## config.mk

```make
export PLATFORM = sky130hd
export DESIGN_NAME = chunk_fetch_sched
export DESIGN_NICKNAME = d
export VERILOG_FILES = /design/src/rtl/chunk_fetch_sched.sv
export SDC_FILE = /design/constraint.sdc
export NUM_CORES = 1
export LEC_CHECK = 0
export BUFFER_PORTS_ARGS = -buffer_cell sky130_fd_sc_hd__buf_2
export CORE_UTILIZATION = 40
export CTS_CLUSTER_DIAMETER = 120
export CTS_CLUSTER_SIZE = 20
export DETAILED_ROUTE_END_ITERATION = 6
export PLACE_DENSITY = 0.77
export SYNTH_ARGS = -nofsm -noshare
export SYNTH_HDL_FRONTEND = slang
export SYNTH_SLANG_ARGS = --single-unit
```

## constraint.sdc

```tcl
create_clock -name clk_i -period 6.6 [get_ports clk_i]
set_input_delay 0.33 -clock clk_i [delete_from_list [all_inputs] [get_ports clk_i]]
set_output_delay 0.33 -clock clk_i [all_outputs]
set_load 0.01 [all_outputs]
```

## src/rtl/chunk_fetch_sched.sv

```systemverilog
// Fetch scheduler: shares a chunk streamer's wide-word fetch port among NSRC sources,
// with fixed or round-robin selection and a timeout that always completes the fetch.
module chunk_fetch_sched #(
    parameter int WIDTH   = 48,
    parameter int WSB     = WIDTH - 1,
    parameter int NSRC    = 4,
    parameter int SBITS   = 2,
    parameter int SSB     = SBITS - 1,
    parameter int TIMEOUT = 15,
    parameter int TBITS   = 8,
    parameter int DELAY   = 3
) (
    input  logic                  clk_i,
    input  logic                  rst_i,
    input  logic                  fetch_i,
    output logic                  ready_o,
    output logic [WSB:0]          value_o,
    input  logic                  mode_i,
    input  logic [SSB:0]          sel_i,
    input  logic [NSRC-1:0]       src_rdy_i,
    output logic [NSRC-1:0]       src_get_o,
    input  logic [NSRC-1:0]       src_ack_i,
    input  logic [NSRC*WIDTH-1:0] src_dat_i,
    output logic [SSB:0]          grant_o,
    output logic                  busy_o,
    output logic                  err_o,
    input  logic                  clr_i
);

    typedef enum logic [1:0] {S_IDLE, S_ARB, S_WAIT, S_DONE} state_t;

    state_t            state_q, state_d;
    logic [TBITS-1:0]  cnt_q, cnt_d;
    logic [SSB:0]      ptr_q, ptr_d;
    logic [SSB:0]      grant_d;
    logic [NSRC-1:0]   get_d;
    logic [WSB:0]      value_d;
    logic              ready_d;
    logic              err_d;

    logic              cand_vld;
    logic [SSB:0]      cand_idx;
    logic              ack_hit;
    logic              tmo;
    logic [NSRC*WIDTH-1:0] dat_sh;
    int unsigned       idx;

    // DELAY only shaped the original's simulation timing; registers here update at the edge.
    if (DELAY < 0) begin : g_delay_unused
    end

    // Out-of-range sel_i shifts the mask to zero, so it never grants and times out.
    always_comb begin
        cand_vld = 1'b0;
        cand_idx = '0;
        idx      = 0;
        if (!mode_i) begin
            if (|(src_rdy_i & (NSRC'(1) << sel_i))) begin
                cand_vld = 1'b1;
                cand_idx = sel_i;
            end
        end else begin
            for (int unsigned k = 0; k < NSRC; k++) begin
                idx = (ptr_q + k) % NSRC;
                if (!cand_vld && |(src_rdy_i & (NSRC'(1) << idx))) begin
                    cand_vld = 1'b1;
                    cand_idx = SBITS'(idx);
                end
            end
        end
    end

    assign ack_hit = |(src_ack_i & (NSRC'(1) << grant_o));
    assign tmo     = (cnt_q == TBITS'(TIMEOUT - 1));
    assign dat_sh  = src_dat_i >> (grant_o * WIDTH);

    always_comb begin
        state_d = state_q;
        cnt_d   = cnt_q;
        ptr_d   = ptr_q;
        grant_d = grant_o;
        get_d   = '0;
        value_d = value_o;
        ready_d = 1'b0;
        err_d   = clr_i ? 1'b0 : err_o;
        case (state_q)
            S_IDLE: begin
                if (fetch_i) begin
                    state_d = S_ARB;
                    cnt_d   = '0;
                end
            end
            S_ARB: begin
                cnt_d = cnt_q + TBITS'(1);
                if (cand_vld) begin
                    grant_d = cand_idx;
                    get_d   = NSRC'(1) << cand_idx;
                    state_d = S_WAIT;
                    if (mode_i) ptr_d = SBITS'((cand_idx + 1) % NSRC);
                end else if (tmo) begin
                    value_d = '1;
                    err_d   = 1'b1;
                    ready_d = 1'b1;
                    state_d = S_DONE;
                end
            end
            S_WAIT: begin
                cnt_d = cnt_q + TBITS'(1);
                if (ack_hit) begin
                    value_d = dat_sh[WSB:0];
                    ready_d = 1'b1;
                    state_d = S_DONE;
                end else if (tmo) begin
                    value_d = '1;
                    err_d   = 1'b1;
                    ready_d = 1'b1;
                    state_d = S_DONE;
                end
            end
            S_DONE: state_d = S_IDLE;
            default: state_d = S_IDLE;
        endcase
    end

    always_ff @(posedge clk_i) begin
        if (rst_i) begin
            state_q   <= S_IDLE;
            cnt_q     <= '0;
            ptr_q     <= '0;
            grant_o   <= '0;
            src_get_o <= '0;
            value_o   <= '0;
            ready_o   <= 1'b0;
            err_o     <= 1'b0;
            busy_o    <= 1'b0;
        end else begin
            state_q   <= state_d;
            cnt_q     <= cnt_d;
            ptr_q     <= ptr_d;
            grant_o   <= grant_d;
            src_get_o <= get_d;
            value_o   <= value_d;
            ready_o   <= ready_d;
            err_o     <= err_d;
            busy_o    <= (state_d != S_IDLE);
        end
    end

endmodule

```

==> metrics.md <==
| Metric | Value |
|---|---|
| Num CTS Buffers | `9` |
| Die Height | `between 100 and 150 um` |
| Arrival time worst endpoint | `about 3.7 ns` |
| Max clock buf depth | `2` |
| Row count | `36` |
| Syn-to-layout area delta | `38.3%` |
| Peak supply drop | `between 100 and 150 uV` |
| YS warnings | `0` |
| Synth Area per Inst | `roughly 12 um2` |
| MaxCap Viol Count | `0` |
| Crit Path Max Fanout | `48` |
| Post-synthesis sequential area ratio | `34.0%` |
| # IOs | `264` |
| LEAKAGE | `roughly 2.5 nW` |
| Post-synth design cell area | `a little over 4000 um2` |
| Via/cell ratio | `between 5 and 6` |
| Starting DRT DRC Count | `190` |
| Global route overflow | `0` |
| Leading area contributor after synthesis | `dfxtp_1` |
| # diodes | `0` |
| Num Clock Sinks | `between 60 and 70` |
| EDFF count, synth | `0` |
| Wire per inst | `around 18 um` |
| Placer congestion estimate | `~0.9` |
| Area contributors post-synth | `dfxtp_1, mux4_2, o221a_1` |
| PwrDens | `between 200 and 250 nW/um2` |
| Synth Instances | `around 330` |
| Post-CTS Resized | `0` |
| Final hold violations | `0` |
| Tmin final | `between 3 and 4 ns` |
| Core footprint | `9820 um2` |
| DR DRC count | `0` |
| Crit share post-route | `between 50% and 60%` |
| GRT Util Overall | `a little under a quarter` |
| First-pass detailed-route iteration total | `5` |
| CP Class | `reg -> reg` |
| Area after DPL | `about 5400 um2` |
| Final #Nets | `around 800` |
| Initial antenna violation count | `1` |
| Element type at the critical path end | `register` |
| Vias in the first global route | `3766` |
| Hold Path Class | `in -> reg` |
| Setup violators final | `0` |
| Post-CTS Setup Inserts | `0` |
| Netlist cell types | `54` |
| Final setup TNS | `0 ns` |
| Die Area | `10600 um2` |
| Clock root cell | `clkbuf_8` |
| CP Data Required Time | `6.88 ns` |
| Fin area | `~5600 um2` |
| Clock-pin slew on the worst setup and hold paths | `approximately 0.080 ns` |
| Worst Clk Skew | `0.00678 ns` |
| Asr flop ratio synth | `0%` |
| Worst-Margin Slew | `1.21 ns` |
| Worst r2r src | `ptr_q[0]` |
| Vias | `about 4k` |
| Main synth FF type | `dfxtp_1` |
| CTS tree | `built` |
| Post-DP HPWL | `roughly 9600 um` |
| Largest net degree at the start of global routing | `52` |
| Crit path from | `ptr_q[0]` |
| Register area | `around 1400 um2` |
| Slew Viols, Final | `0` |
| RSZ-0062 raised after global routing | `no` |
| Post-route ant nets | `0` |
| Most frequent cells in the layout | `buf_2, dfxtp_1, mux4_2` |
| Startpoint types | `register` |
| Hold_sp | `clr_i` |
| IO buf count | `263` |
| Max frequency | `~0.3 GHz` |
| Share of cells above drive strength 1 | `61.9%` |
| CTS hold repair buffers | `0` |
| CTS H-tree depth | `3` |
| Post-Syn Nets | `541` |
| Status | `complete, no violations` |
| First-pass GRT wire length | `18100 um` |
| Die width | `103 um` |
| Routed WL | `roughly 13000 um` |
| Worst-Skew Late Latency | `approximately 0.34 ns` |
| Max_slew headroom | `19.0%` |
| Final Core Density | `between 50% and 60%` |
| Synthesis-stage register bit count | `69` |
| Area of the multi-input gates | `2510 um2` |
| Initial Utilization | `about two fifths` |
| Share of the synthesized area in the top cell type | `34.0%` |
| # fillers | `a little under 900` |
| Most common cell after layout, fill and taps aside | `buf_2` |
==> path summary, 6_finish.rpt <==
path / to / slack, ns / cells past startpoint
worst max register to register: value_o[37] / 3.19 / 8
worst min-delay path: err_o / 0.28 / 4
worst max-delay path: value_o[37] / 3.19 / 8
worst min register to register: cnt_q[7] / 0.50 / 2
==> cell usage after synthesis, types with 2 or more instances <==
master and n:
dfxtp_1 69, mux4_2 49, o221a_1 30, clkbuf_1 18
nor2_1 18, o221a_2 18, a21oi_1 9, ha_1 9
nand2_1 9, o21ai_0 9, a22oi_1 6, and2_1 6
inv_1 6, buf_6 5, nor2b_1 5, a22o_1 4
mux2i_1 4, o31ai_1 4, xor2_1 4, buf_2 3
nand4_1 3, or3_1 3, mux2_2 2, nand3b_1 2
==> power by group <==
part	internal [W]	total (W)	switching, W
combinational	0.000196	0.000367	0.000171
sequential	0.000434	0.000466	0.0000317
clock	0.000168	0.000332	0.000164
==> final cells by class <==
cell class	count	area share (%)
well taps	133	2.96
repair buffers	265	23.7
multi-input cells	221	44.7
inverters	7	0.468
clock buffers	11	2.90
flip-flops and latches	69	24.7
clock inverters	5	0.579
==> flip-flops by register name, indices dropped and copies added (netlist names) <==
name       flops
cnt_q          8
ptr_q          2
value_o       48
src_get_o      4
ready_o        1
grant_o        2
busy_o         1
err_o          1
state_q        2
==> layer usage <==
metal,up-vias,GRT usage [%],wire length [um]
met5,-,0,0
met2,210,39.9,6420
met4,0,9.43,323
li1,1848,-,-
met3,32,3.66,921
met1,1948,27.0,4880
==> worst max-delay path, stage by stage (launching register included) <==
cell and delay [ns]:
dfxtp_1 0.41, inv_1 0.13, ha_1 0.29, a22o_1 0.29, or2_1 0.27, o41a_1 0.45, nor3b_4 0.34, o22a_2 0.83
o221a_1 0.31
==> cells by family after synthesis <==
| kind of cell | after synthesis | synth area share [%] |
|---|---|---|
| compound gates | 96 | 21.6 |
| flops | 69 | 34.0 |
| simple gates | 56 | 7.52 |
| mux | 55 | 28.7 |
| buf+inv | 35 | 4.34 |
| fa+ha+maj | 9 | 2.77 |
| xor+xnor | 5 | 1.08 |
==> per-stage QoR <==
stage	setup WS (ns)	std cells	power, W	hold WS (ns)
detailed placement	3.24	695	0.000838	0.487
finish	3.19	711	0.00116	0.284
global route	2.92	711	0.00123	0.289
CTS	3.21	711	0.00117	0.271
global placement	3.37	695	0.000823	0.469
floorplan	3.98	325	0.000713	0.459
(Power assumes the default switching activity.)
